`config.mk`:
```
export PLATFORM = sky130hd
export DESIGN_NAME = rf_write_arbiter
export DESIGN_NICKNAME = d
export VERILOG_FILES = /design/src/rtl/rf_write_arbiter_pkg.sv /design/src/rtl/rf_wr_slot.sv /design/src/rtl/rf_write_arbiter.sv
export SDC_FILE = /design/constraint.sdc
export NUM_CORES = 1
export LEC_CHECK = 0
export ABC_AREA = 1
export CAP_MARGIN = 20
export CORE_AREA = 3 3 128 130
export DETAILED_ROUTE_END_ITERATION = 8
export DIE_AREA = 0 0 131 133
export PLACE_DENSITY = 0.68
export SYNTH_ARGS = -nofsm -noshare
export SYNTH_HDL_FRONTEND = slang
export SYNTH_SLANG_ARGS = --single-unit
```
`constraint.sdc`:
```
create_clock -name clk -period 5.43 [get_ports clk]
set_input_delay 0.543 -clock clk [delete_from_list [all_inputs] [get_ports clk]]
set_output_delay 0.543 -clock clk [all_outputs]
set_load 0.05 [all_outputs]
```
`src/rtl/rf_write_arbiter_pkg.sv`:
```
`default_nettype none
// ============================================================================
//  Module   : rf_write_arbiter_pkg
//  Purpose  : Shared constants and types for the register-file write arbiter
//             (default widths, register count, $zero index, requester ids).
//  Revision : 1.0 - initial release
// ============================================================================
package rf_write_arbiter_pkg;

    localparam int DATA_W_DEF = 32;
    localparam int ADDR_W_DEF = 5;
    localparam int NUM_REGS   = 32;
    localparam int REG_ZERO   = 0;

    typedef enum logic [0:0] {
        REQ_ALU = 1'b0,
        REQ_MEM = 1'b1
    } req_id_t;

endpackage
`default_nettype wire

```
`src/rtl/rf_wr_slot.sv`:
```
`default_nettype none
// ============================================================================
//  Module   : rf_wr_slot
//  Purpose  : One-entry writeback holding buffer with valid/ready handshake.
//             Writes to the $zero register are accepted but dropped.
//  Ports    : clk, rst_n        - clock, async active-low reset
//             i_valid/o_ready   - requester handshake (ready = buffer empty)
//             i_waddr/i_wdata   - incoming write
//             i_clear           - entry granted by the arbiter this cycle
//             o_valid/o_waddr/o_wdata - buffered entry
//             o_load            - entry captured at the coming edge
//             o_nxt_valid/o_nxt_waddr - buffer contents after the coming edge
//  Revision : 1.0 - initial release
// ============================================================================
module rf_wr_slot
    import rf_write_arbiter_pkg::*;
#(
    parameter int DATA_W = DATA_W_DEF,
    parameter int ADDR_W = ADDR_W_DEF
) (
    input  logic              clk,
    input  logic              rst_n,
    input  logic              i_valid,
    input  logic [ADDR_W-1:0] i_waddr,
    input  logic [DATA_W-1:0] i_wdata,
    input  logic              i_clear,
    output logic              o_ready,
    output logic              o_valid,
    output logic [ADDR_W-1:0] o_waddr,
    output logic [DATA_W-1:0] o_wdata,
    output logic              o_load,
    output logic              o_nxt_valid,
    output logic [ADDR_W-1:0] o_nxt_waddr
);

    logic              r_valid;
    logic [ADDR_W-1:0] r_waddr;
    logic [DATA_W-1:0] r_wdata;
    logic              w_load;

    // Ready comes straight from the valid flop, so it never depends on i_valid.
    assign o_ready = !r_valid;

    // A $zero transfer still completes the handshake, it just is not stored.
    assign w_load = i_valid && !r_valid && (i_waddr != ADDR_W'(REG_ZERO));

    assign o_valid     = r_valid;
    assign o_waddr     = r_waddr;
    assign o_wdata     = r_wdata;
    assign o_load      = w_load;
    assign o_nxt_valid = w_load || (r_valid && !i_clear);
    assign o_nxt_waddr = w_load ? i_waddr : r_waddr;

    // Load and clear are exclusive: a granted entry means the buffer was full.
    always_ff @(posedge clk or negedge rst_n) begin
        if (!rst_n) begin
            r_valid <= 1'b0;
            r_waddr <= '0;
            r_wdata <= '0;
        end else begin
            if (w_load) begin
                r_valid <= 1'b1;
                r_waddr <= i_waddr;
                r_wdata <= i_wdata;
            end else if (i_clear) begin
                r_valid <= 1'b0;
            end
        end
    end

endmodule
`default_nettype wire

```
`src/rtl/rf_write_arbiter.sv`:
```
`default_nettype none
// ============================================================================
//  Module   : rf_write_arbiter
//  Purpose  : Shares the register-file write port between the ALU and the
//             load unit. Each requester has a one-entry buffer; a round-robin
//             arbiter with same-address ordering drains them into a
//             registered write port. A pending-write mask flags every
//             register with a write still buffered or on the output stage.
//  Ports    : clk, rst_n                       - clock, async active-low reset
//             i_alu_valid/o_alu_ready/i_alu_waddr/i_alu_wdata - ALU writeback
//             i_mem_valid/o_mem_ready/i_mem_waddr/i_mem_wdata - load writeback
//             o_rf_waddr/o_rf_wdata/o_rf_wren  - register-file write port
//             o_pend_mask                      - in-flight write mask
//             o_conflict_cnt                   - only with RF_WARB_STATS_EN
//  Options  : RF_WARB_STATS_EN - adds a saturating 16-bit counter of cycles
//             in which both buffers hold a write.
//  Revision : 1.0 - initial release
// ============================================================================
module rf_write_arbiter
    import rf_write_arbiter_pkg::*;
#(
    parameter int DATA_W    = DATA_W_DEF,
    parameter int ADDR_W    = ADDR_W_DEF,
    parameter bit MEM_FIRST = 1'b1
) (
    input  logic                 clk,
    input  logic                 rst_n,
    input  logic                 i_alu_valid,
    output logic                 o_alu_ready,
    input  logic [ADDR_W-1:0]    i_alu_waddr,
    input  logic [DATA_W-1:0]    i_alu_wdata,
    input  logic                 i_mem_valid,
    output logic                 o_mem_ready,
    input  logic [ADDR_W-1:0]    i_mem_waddr,
    input  logic [DATA_W-1:0]    i_mem_wdata,
    output logic [ADDR_W-1:0]    o_rf_waddr,
    output logic [DATA_W-1:0]    o_rf_wdata,
    output logic                 o_rf_wren,
    output logic [2**ADDR_W-1:0] o_pend_mask
`ifdef RF_WARB_STATS_EN
    ,
    output logic [15:0]          o_conflict_cnt
`endif
);

    localparam int NREG = 2**ADDR_W;

    // Buffer views
    logic              w_alu_v, w_mem_v;
    logic [ADDR_W-1:0] w_alu_a, w_mem_a;
    logic [DATA_W-1:0] w_alu_d, w_mem_d;
    logic              w_alu_load, w_mem_load;
    logic              w_alu_nv, w_mem_nv;
    logic [ADDR_W-1:0] w_alu_na, w_mem_na;

    // Arbitration
    logic              w_both, w_same, w_gnt_any, w_gnt_alu, w_gnt_mem;
    req_id_t           w_gnt_id;
    logic [ADDR_W-1:0] w_gnt_a;
    logic [DATA_W-1:0] w_gnt_d;
    logic [NREG-1:0]   w_pend_nxt;

    // State
    req_id_t           r_rr;
    logic              r_mem_older;
    logic              r_wren;
    logic [ADDR_W-1:0] r_waddr;
    logic [DATA_W-1:0] r_wdata;
    logic [NREG-1:0]   r_pend;

    rf_wr_slot #(.DATA_W(DATA_W), .ADDR_W(ADDR_W)) u_alu_slot (
        .clk         (clk),
        .rst_n       (rst_n),
        .i_valid     (i_alu_valid),
        .i_waddr     (i_alu_waddr),
        .i_wdata     (i_alu_wdata),
        .i_clear     (w_gnt_alu),
        .o_ready     (o_alu_ready),
        .o_valid     (w_alu_v),
        .o_waddr     (w_alu_a),
        .o_wdata     (w_alu_d),
        .o_load      (w_alu_load),
        .o_nxt_valid (w_alu_nv),
        .o_nxt_waddr (w_alu_na)
    );

    rf_wr_slot #(.DATA_W(DATA_W), .ADDR_W(ADDR_W)) u_mem_slot (
        .clk         (clk),
        .rst_n       (rst_n),
        .i_valid     (i_mem_valid),
        .i_waddr     (i_mem_waddr),
        .i_wdata     (i_mem_wdata),
        .i_clear     (w_gnt_mem),
        .o_ready     (o_mem_ready),
        .o_valid     (w_mem_v),
        .o_waddr     (w_mem_a),
        .o_wdata     (w_mem_d),
        .o_load      (w_mem_load),
        .o_nxt_valid (w_mem_nv),
        .o_nxt_waddr (w_mem_na)
    );

    assign w_both    = w_alu_v && w_mem_v;
    assign w_same    = w_both && (w_alu_a == w_mem_a);
    assign w_gnt_any = w_alu_v || w_mem_v;
    assign w_gnt_alu = w_gnt_any && (w_gnt_id == REQ_ALU);
    assign w_gnt_mem = w_gnt_any && (w_gnt_id == REQ_MEM);

    // Same-address pairs go oldest first so the register ends up with the
    // younger value; otherwise contested grants follow the rr pointer.
    always_comb begin
        w_gnt_id = REQ_ALU;
        if (w_same) begin
            w_gnt_id = r_mem_older ? REQ_MEM : REQ_ALU;
        end else if (w_both) begin
            w_gnt_id = r_rr;
        end else if (w_mem_v) begin
            w_gnt_id = REQ_MEM;
        end
    end

    assign w_gnt_a = (w_gnt_id == REQ_MEM) ? w_mem_a : w_alu_a;
    assign w_gnt_d = (w_gnt_id == REQ_MEM) ? w_mem_d : w_alu_d;

    // Mask is built from next-cycle contents so it is aligned with the
    // buffers and output stage it describes.
    always_comb begin
        w_pend_nxt = '0;
        if (w_alu_nv) begin
            w_pend_nxt[w_alu_na] = 1'b1;
        end
        if (w_mem_nv) begin
            w_pend_nxt[w_mem_na] = 1'b1;
        end
        if (w_gnt_any) begin
            w_pend_nxt[w_gnt_a] = 1'b1;
        end
    end

    always_ff @(posedge clk or negedge rst_n) begin
        if (!rst_n) begin
            r_rr        <= MEM_FIRST ? REQ_MEM : REQ_ALU;
            r_mem_older <= 1'b0;
            r_wren      <= 1'b0;
            r_waddr     <= '0;
            r_wdata     <= '0;
            r_pend      <= '0;
        end else begin
            // The pointer only moves on different-address contention;
            // same-address pairs are ordered by age instead.
            if (w_both && !w_same) begin
                r_rr <= (r_rr == REQ_MEM) ? REQ_ALU : REQ_MEM;
            end
            // An ALU load makes any surviving MEM entry the older one, and a
            // simultaneous load also favours MEM so the ALU value lands last.
            if (w_alu_load) begin
                r_mem_older <= 1'b1;
            end else if (w_mem_load) begin
                r_mem_older <= 1'b0;
            end
            r_wren <= w_gnt_any;
            if (w_gnt_any) begin
                r_waddr <= w_gnt_a;
                r_wdata <= w_gnt_d;
            end
            r_pend <= w_pend_nxt;
        end
    end

    assign o_rf_wren   = r_wren;
    assign o_rf_waddr  = r_waddr;
    assign o_rf_wdata  = r_wdata;
    assign o_pend_mask = r_pend;

`ifdef RF_WARB_STATS_EN
    logic [15:0] r_conflict_cnt;

    always_ff @(posedge clk or negedge rst_n) begin
        if (!rst_n) begin
            r_conflict_cnt <= '0;
        end else if (w_both && (r_conflict_cnt != 16'hFFFF)) begin
            r_conflict_cnt <= r_conflict_cnt + 16'd1;
        end
    end

    assign o_conflict_cnt = r_conflict_cnt;
`endif

endmodule
`default_nettype wire

```
Yosys cells after proc, flatten, opt, wreduce, memory -nomap -nowiden:

Cells that the tools add are included.

* logic and storage cells: 73
* register bits after elaboration: 148

* equality and inequality tests: 1
* reduce and logical (&&, ||, !) cells: 27
* mux-type cells: 24
* $lt $le $gt $ge: 6
* bitwise operators: 3

Operators by type and width (number)
* 2-to-1 mux 32 bit: 4
* bitwise OR 32 bit: 2
* < comparator 5 x 6 -> 1 bit, second input constant: 3
* demux 1 bit (select 5 bit): 3
* >= comparator 5 x 1 -> 1 bit, second input constant: 3
* 2-to-1 mux 5 bit: 3
* logical AND 1 bit: 14
* 2-to-1 mux 1 bit: 14
* nonzero test 5 bit: 2
* nonzero test 2 bit: 3
* == test 5 bit: 1
* logical NOT 1 bit: 5
* logical OR 1 bit: 3
* inverter 1 bit: 1

Logic depth before layout (Yosys ltp):

Gate-level depths: netlist of run 1.

* depth in word-level cells: 13
* depth in mapped cells: 14

Cells and area by module:

From an unflattened synthesis of run 1, not the netlist that was laid out.

* cells, all modules: 820
* area, all modules: 6736.5 um^2

By module, submodules not included
* rf_write_arbiter: area an instance 3606.0 um^2, cells each 478, times used 1
* rf_wr_slot: area an instance 1565.3 um^2, cells each 171, times used 2

Worst setup path before layout of run 1:

No wires, ideal clock.

* path type: input to register
* from: input port i_alu_waddr[0]
* to: register r_pend[0], in the netlist o_pend_mask[0]
* arrival time: 1.761 ns
* slack: 3.605 ns
* stages on the path: 12
* buffers on the path: 1
* path through: nor2_1 > nand3_1 > nand3_2 > buf_4 > nand2_1 > o21ai_0 > inv_1 > nor2_1 > nand3_1 > nand2_1 > clkinv_1 > nand2_1

* word-level cells in the longest chain between the ends: 12
* elaborated cells on any way between the ends: 14
* classes of those cells: order compare: 2; mux: 6; bitwise: 2; reduce/logical: 4

RTL lines
* start: declaration: RTL line rf_write_arbiter.sv:30 `input logic [ADDR_W-1:0] i_alu_waddr,`
* nonzero test 5 bit *: RTL line rf_wr_slot.sv:45 `assign w_load = i_valid && !r_valid && (i_waddr != ADDR_W'(REG_ZERO));`
* logical AND 1 bit *: RTL line rf_wr_slot.sv:45
* 2-to-1 mux 5 bit *: RTL line rf_wr_slot.sv:52 `assign o_nxt_waddr = w_load ? i_waddr : r_waddr;`
* net u_alu_slot.o_nxt_waddr[2]: RTL line rf_wr_slot.sv:33 `output logic [ADDR_W-1:0] o_nxt_waddr`
* < comparator 5 x 6 -> 1 bit (implied by the code) / >= comparator 5 x 1 -> 1 bit (equally long branches): RTL line rf_write_arbiter.sv:130 `w_pend_nxt[w_alu_na] = 1'b1;`
* logical AND 1 bit (implied by the code): RTL line rf_write_arbiter.sv:130
* 2-to-1 mux 1 bit (implied by the code): RTL line rf_write_arbiter.sv:130
* demux 1 bit (select 5 bit) *: RTL line rf_write_arbiter.sv:130
* 2-to-1 mux 32 bit *: RTL line rf_write_arbiter.sv:129 `if (w_alu_nv) begin`
* bitwise OR 32 bit (no line)
* 2-to-1 mux 32 bit *: RTL line rf_write_arbiter.sv:132 `if (w_mem_nv) begin`
* bitwise OR 32 bit (no line)
* 2-to-1 mux 32 bit *: RTL line rf_write_arbiter.sv:135 `if (w_gnt_any) begin`
* net w_pend_nxt[0]: RTL line rf_write_arbiter.sv:61 `logic [NREG-1:0] w_pend_nxt;`
* end signal: assignment: RTL line rf_write_arbiter.sv:166 `r_pend <= w_pend_nxt;`
* end: declaration: RTL line rf_write_arbiter.sv:69 `logic [NREG-1:0] r_pend;`

Mark *: on every way through the listed nets, which the timed path passes. The rest lies on a longest branch.
A chain may end at the register's enable or synchronous reset.

Worst setup path in the final report of run 1:

* from: input port i_mem_waddr[4]
* to: register r_pend[18], in the netlist o_pend_mask[18]

* word-level cells in the longest chain between the ends: 11
* elaborated cells on any way between the ends: 13
* classes of those cells: order compare: 2; mux: 5; bitwise: 2; reduce/logical: 4

RTL lines
* start: declaration: RTL line rf_write_arbiter.sv:34 `input logic [ADDR_W-1:0] i_mem_waddr,`
* nonzero test 5 bit: RTL line rf_wr_slot.sv:45
* logical AND 1 bit: RTL line rf_wr_slot.sv:45
* 2-to-1 mux 5 bit *: RTL line rf_wr_slot.sv:52
* net u_mem_slot.o_nxt_waddr[4]: RTL line rf_wr_slot.sv:33
* < comparator 5 x 6 -> 1 bit (implied by the code) / >= comparator 5 x 1 -> 1 bit (equally long branches): RTL line rf_write_arbiter.sv:133 `w_pend_nxt[w_mem_na] = 1'b1;`
* logical AND 1 bit (implied by the code): RTL line rf_write_arbiter.sv:133
* 2-to-1 mux 1 bit (implied by the code): RTL line rf_write_arbiter.sv:133
* demux 1 bit (select 5 bit) *: RTL line rf_write_arbiter.sv:133
* bitwise OR 32 bit (no line) *
* 2-to-1 mux 32 bit *: RTL line rf_write_arbiter.sv:132
* bitwise OR 32 bit (no line)
* 2-to-1 mux 32 bit *: RTL line rf_write_arbiter.sv:135
* net w_pend_nxt[18]: RTL line rf_write_arbiter.sv:61

Marks and branches as above.

==> results.tsv, run 1 <==
stage	metric	value	unit
placed_design	dp_cells	1173	
route	drtIter0Drc	520	
logic_synthesis	synth_area_leader_cell	dfrtp_1	
finish	area_growth	32.9	%
logic_synthesis	async_flop_share	1.00	
critical_path	endpoint_kind	register	
timing	final-setup-viol-count	0	
global_routing	grt_pass1_wl	30100	um
finish	finalNonFillerCells	1206	
logic_synthesis	avgSynthCellArea	8.14	um^2
logic_synthesis	syn-cell-area	0.00686	mm^2
logic_synthesis	ys_top_cells_by_area	dfrtp_1 54%, nand2_1 20%, nand3_1 7.2%, mux2_2 4.3%, nor2_1 3.1%	
logic_synthesis	synth_seq_cells	148	
route	wirelength	18500	um
critical_path	cp-start-kind	primary input	
placed_design	dp_hpwl	12300	um
timing	rsz0062_at_grt	no	
critical_path	path_class	primary input to register	
finish	num-fill-cells	1344	
placed_design	io_buffers	149	
route	drc	0	
finish	seqCellArea	0.00370	mm^2
logic_synthesis	seq_area_frac_synth	0.540	
floorplan	dieHeight	133	um
floorplan	io_pins	150	
power_and_ir_drop	ir_worst_vdd	0.373	mV
cts	post_cts_buffers	0	
timing	worst_slack	2.55	ns
cts	clkSinkCount	148	
global_routing	overflow	0	
hold_path	hold_path_class	primary input to asynchronous set/reset pin	
floorplan	die_x	131	um
route	drtPass1Iterations	5	
timing	fin_tns_setup	0	ns
run_status	status	completed	
route	via_per_inst	4.99	
cts	tritoncts	built	
logic_synthesis	yosysWarnings	0	
logic_synthesis	synth_ff_type	dfrtp_1	
job	cap_viol_max_count	0	
timing	slew_headroom	0.320	
logic_synthesis	synth.most_common_cell	nand2_1	
power_and_ir_drop	p_per_area	704	mW/mm^2
timing	min_period_over_period	0.530	
logic_synthesis	synthXorXnorAreaFrac	0.00255	
cts	clk_pin_slew	0.06	ns
timing	hold_violations	0	
cts	ctsResizeCount	0	
finish	finalNetCount	1060	
floorplan	core_area	0.0153	mm^2
floorplan	dieArea	0.0174	mm^2
logic_synthesis	synth_cell_types	27	
cts	hold_buffers	0	
global_routing	antenna_found_initial	0	
cts	cts_buffers	17	
global_routing	grt_pass1_vias	5840	
critical_path	arrival	3.24	ns
logic_synthesis	synth_top_family_by_area	simple AND/OR/NAND/NOR gates	
floorplan	rows	45	
floorplan	start_util	0.449	
logic_synthesis	synth-compound-area-share	0.0268	
logic_synthesis	synthMuxAreaShare	0.0427	
cts	htreeDepth	4	
global_routing	grt_max_degree	87	
logic_synthesis	synth_fa_ha_area_frac	0	
critical_path	r2r_setup_slack	2.58	ns
global_routing	grtUsageTotal	0.220	
logic_synthesis	ys_top_cells_by_count	359 x nand2_1, 147 x dfrtp_1, 98 x nand3_1, 57 x nor2_1, 54 x inv_1	
route	vias	6019	
timing	min_period	2.88	ns
timing	skew	0.0126	ns
route	postRouteAntennaNets	0	
logic_synthesis	synth_cells	842	
placed_design	place_congestion	0.969	
cts	clockRootBuffer	clkbuf_16	
finish	insertedDiodeCount	0	
timing	worstMarginPinSlew	1.02	ns
power_and_ir_drop	leakage	4.43	nW
finish	drive_gt1_frac	0.0985	
logic_synthesis	netlist.area_leader.share	0.536	
finish	multiInputGateArea	0.00275	mm^2
timing	final_max_slew_viol_count	0	
critical_path	critPathMaxFanout	44	
logic_synthesis	syn_nets	920	
timing	fmax	0.347	GHz
logic_synthesis	synth_edf_count	0	
route	drt-wirelength-per-cell	15.3	um
cts	insertion_delay	0.42	ns
cts	clock_path_buffers	2	
critical_path	cp.required	5.79	ns
placed_design	dpl_worst_slack	2.17	ns
logic_synthesis	synth-simple-area-share	0.328	
[per-layer routing]
metal	wire (um)	global-route usage
met3	1300	0.0493
met2	8320	0.328
met4	280	0.0623
met1	8550	0.321
met5	0	0
[flip-flops by register name (all words and copies together) (netlist names)]
name and cells:
o_pend_mask 32, o_rf_waddr 5, o_rf_wdata 32, o_rf_wren 1
r_mem_older 1, r_rr 1, u_alu_slot.o_valid 1, u_alu_slot.o_waddr 5
u_alu_slot.o_wdata 32, u_mem_slot.o_valid 1, u_mem_slot.o_waddr 5, u_mem_slot.o_wdata 32
[cell families after synthesis]
| logic type | Yosys count |
|---|---|
| AND/OR/NAND/NOR | 536 |
| AO/OA/AOI/OAI | 30 |
| multiplexers | 26 |
| flip-flops | 148 |
| XOR/XNOR | 2 |
| buffers and inverters | 100 |
[power by group]
part           total (W)  leakage (nW)  internal, W  switching, W
logic            0.00333          2.33      0.00101       0.00233
clock network    0.00117         0.276     0.000693      0.000477
registers        0.00191          1.82      0.00163      0.000277
total            0.00641          4.43      0.00333       0.00308
[critical path: stages]
cell and delay [ns]:
clkdlybuf4s50_1 0.52, nor2_1 0.06, nand3_1 0.08, nand2_2 0.04, buf_4 0.28, inv_2 0.54, nand2_1 0.14, nand2_1 0.18
inv_1 0.10, nor2_1 0.17, nand2_1 0.15, nor2_1 0.16, nand2_1 0.06, nand2_1 0.10, inv_1 0.04, nand2_1 0.05
[cell type report]
type / count / area share
Inverter: 67 / 0.0276
Multi-Input combinational cell: 594 / 0.302
Clock inverter: 14 / 0.0166
Sequential cell: 148 / 0.407
Timing Repair Buffer: 154 / 0.170
Tap cell: 211 / 0.0290
Clock buffer: 18 / 0.0482
[placed cells by master (no fill, tap or decap), types with 7 or more instances in the layout]
| cell | Yosys | layout |
|---|---|---|
| clkinv_1 | 7 | 7 |
| clkdlybuf4s50_1 | 0 | 148 |
| o21ai_0 | 8 | 8 |
| dfrtp_1 | 147 | 147 |
| nor2_4 | 6 | 7 |
| nand2_1 | 359 | 359 |
| nor2_2 | 11 | 11 |
| clkbuf_16 | 0 | 17 |
| nand3_1 | 98 | 98 |
| mux2_2 | 26 | 26 |
| nor2_1 | 57 | 56 |
| inv_1 | 54 | 54 |
[path summary, 6_finish.rpt]
path                                               startpoint                                 end  cells after the start
max                                            i_mem_waddr[4]           o_pend_mask[18]$_DFF_PN0_                     16
min reg2reg                u_mem_slot.o_wdata[31]$_DFFE_PN0N_  u_mem_slot.o_wdata[31]$_DFFE_PN0N_                      2
max in group asynchronous                               rst_n            o_pend_mask[8]$_DFF_PN0_                      2
min                                                     rst_n  u_alu_slot.o_wdata[12]$_DFFE_PN0N_                      1
min in group clk           u_mem_slot.o_wdata[31]$_DFFE_PN0N_  u_mem_slot.o_wdata[31]$_DFFE_PN0N_                      2
max reg2reg                   u_alu_slot.o_waddr[4]$_DFF_PN0_           o_pend_mask[15]$_DFF_PN0_                     10
[metrics by stage]
| step | power, W | cell area [um^2] | utilization | hold WS [ns] |
|---|---|---|---|---|
| floorplan | 0.00421 | 6860 | - | 0.247 |
| global placement | 0.00519 | 8490 | 0.557 | 0.462 |
| detailed placement | 0.00523 | 8490 | 0.557 | 0.465 |
| CTS | 0.00642 | 9080 | 0.595 | 0.203 |
| global route | 0.00683 | 9110 | 0.597 | 0.227 |
| finish | 0.00641 | 9110 | 0.597 | 0.170 |
Note: power is estimated with default switching activity, not from simulation.
==> run 2: changes to the inputs <==
==> constraint.sdc (replaced) <==
create_clock -name clk -period 2.9 [get_ports clk]
set_input_delay 0.29 -clock clk [delete_from_list [all_inputs] [get_ports clk]]
set_output_delay 0.29 -clock clk [all_outputs]
set_load 0.05 [all_outputs]
==> run 2 against run 1 <==
  * Cell area grew 1.5%
  * Non-clock buffer count increased by 11
  * Worst setup slack got worse by 2.0 ns
  * Cell count increased by 0.83%
  * Largest cell class unchanged
==> results.tsv, run 2 (synthesis results as in run 1) <==
stage	metric	value	unit
run_status	status	completed	
placed_design	io_buffers	149	
critical_path	r2r_setup_slack	0.55	ns
finish	area_growth	34.8	%
route	via_per_inst	4.96	
power_and_ir_drop	ir_worst_vdd	0.741	mV
floorplan	die_x	131	um
critical_path	r2r-end	o_pend_mask[29]$_DFF_PN0_	
route	postRouteAntennaNets	0	
route	vias	6026	
timing	rsz0062_at_grt	no	
cts	clkSinkCount	148	
cts	cts_buffers	17	
route	drtIter0Drc	485	
cts	clockRootBuffer	clkbuf_16	
power_and_ir_drop	p_comb_frac	0.515	
cts	clock_path_buffers	2	
timing	hold_ws	0.388	ns
power_and_ir_drop	p_per_area	1330	mW/mm^2
timing	worstMarginPinSlew	0.689	ns
placed_design	place_congestion	0.901	
timing	min_period	2.35	ns
power_and_ir_drop	p_int	0.00653	W
global_routing	grt_max_degree	75	
global_routing	grtUsageTotal	0.226	
cts	tritoncts	built	
global_routing	antenna_found_initial	0	
floorplan	dieHeight	133	um
finish	final_util	0.606	
global_routing	overflow	0	
timing	worst_slack	0.552	ns
timing	fin_tns_setup	0	ns
hold_path	min_from	i_mem_wdata[23]	
timing	final-setup-viol-count	0	
global_routing	grt_pass1_wl	30400	um
global_routing	grt_pass1_vias	5835	
finish	insertedDiodeCount	0	
power_and_ir_drop	seqPwrFrac	0.289	
critical_path	cp.required	3.26	ns
floorplan	core_area	0.0153	mm^2
critical_path	r2r-start	u_mem_slot.o_waddr[4]$_DFF_PN0_	
timing	final_max_slew_viol_count	0	
placed_design	dpl_worst_slack	0.444	ns
floorplan	start_util	0.449	
route	drc	0	
floorplan	io_pins	150	
cts	clk_pin_slew	0.06	ns
hold_path	holdPathEnd	u_mem_slot.o_wdata[23]$_DFFE_PN0N_	
power_and_ir_drop	switching_share	0.471	
timing	skew	0.0106	ns
floorplan	dieArea	0.0174	mm^2
cts	htreeDepth	4	
finish	finalNetCount	1071	
route	drtPass1Iterations	6	
route	wirelength	18900	um
critical_path	path_class	register to register	
timing	hold_violations	0	
critical_path	reg2reg_depth	9	
critical_path	critPathMaxFanout	28	
timing	min_period_over_period	0.809	
critical_path	endpoint_kind	register	
finish	drive_gt1_frac	0.105	
hold_path	hold_path_class	primary input to register	
finish	final_cell_mix	359 x nand2_1, 148 x clkdlybuf4s50_1, 147 x dfrtp_1, 98 x nand3_1, 56 x nor2_1	
power_and_ir_drop	switching_power	0.00581	W
hold_path	worstHoldPathCells	3	
timing	slew_headroom	0.541	
critical_path	cp-start-kind	register	
placed_design	dp_hpwl	12600	um
power_and_ir_drop	clockPowerShare	0.195	
route	drt-wirelength-per-cell	15.5	um
power_and_ir_drop	leakage	4.50	nW
floorplan	rows	45	
finish	final_common_cell	nand2_1	
finish	num-fill-cells	1350	
critical_path	arrival	2.71	ns
cts	insertion_delay	0.43	ns
timing	fmax	0.426	GHz
job	cap_viol_max_count	0	
## run 2: changes by cell type in the layout (fill, tap and decap cells not counted)
cell / delta
inv_6: -2
clkinvlp_4: -1
buf_16: -1
clkinv_4: -1
buf_4: +10
dlygate4sd3_1: +1
clkbuf_1: +1
buf_12: +1
clkinv_2: -1
bufinv_16: +3
## run 2: stage by stage
stage | area [um^2] | power [W] | cells
after floorplan | 6860 | 0.00787 | 842
after global placement | 8590 | 0.00986 | 1184
after detailed placement | 8590 | 0.00994 | 1184
after CTS | 9250 | 0.0124 | 1216
after global routing | 9250 | 0.0131 | 1216
final | 9250 | 0.0123 | 1216
## run 2: worst max-delay path: stages (launching register included)
cell and delay (ns):
dfrtp_1 0.43, xnor2_1 0.37, nand3_1 0.16, nand2_1 0.13
nand3_4 0.33, nand2_1 0.20, nand3_1 0.20, nor2_4 0.30
nand2_1 0.09, nand2_1 0.07
## run 2: cell type report
cell class,instances,area [um^2],area share
Multi-Input combinational cell,594,2750,0.298
Clock buffer,19,443,0.0479
Tap cell,211,264,0.0286
Timing Repair Buffer,165,1630,0.176
Inverter,67,251,0.0272
Clock inverter,12,203,0.0219
Sequential cell,148,3700,0.401
## run 2: repair_timing
action	CTS	global route
resized for setup	0	0
hold buffers	1	0
buffers inserted	0	0
endpoints found under the hold margin	71	0
## run 2: power by group through the flow
stage / Combinational (W) / Clock (W) / Sequential [W]
2_1_floorplan: 0.00295 / 0 / 0.00492
3_3_place_gp: 0.00627 / 0 / 0.00358
3_5_place_dp: 0.00635 / 0 / 0.00359
4_1_cts: 0.00638 / 0.00245 / 0.00357
5_1_grt: 0.00689 / 0.00254 / 0.00369
6_report: 0.00636 / 0.00241 / 0.00357
## run 2: routing by layer
| metal | wire [um] | global-route usage | vias up |
|---|---|---|---|
| li1 | - | - | 2925 |
| met3 | 1460 | 0.0513 | 26 |
| met4 | 335 | 0.0749 | 0 |
| met1 | 8590 | 0.330 | 2842 |
| met5 | 0 | 0 | - |
| met2 | 8470 | 0.331 | 233 |
## run 2: worst max-delay path by stage
stage                           endpoint                            start  slack (ns)
3_3_place_gp   o_pend_mask[25]$_DFF_PN0_                   i_alu_waddr[1]        0.49
5_1_grt        o_pend_mask[27]$_DFF_PN0_   u_mem_slot.o_valid$_DFFE_PN0P_        0.29
6_report       o_pend_mask[29]$_DFF_PN0_  u_mem_slot.o_waddr[4]$_DFF_PN0_        0.55
3_5_place_dp   o_pend_mask[13]$_DFF_PN0_                   i_alu_waddr[1]        0.44
2_1_floorplan   o_pend_mask[0]$_DFF_PN0_   u_alu_slot.o_valid$_DFFE_PN0P_        1.10
4_1_cts        o_pend_mask[11]$_DFF_PN0_   u_mem_slot.o_valid$_DFFE_PN0P_        0.55
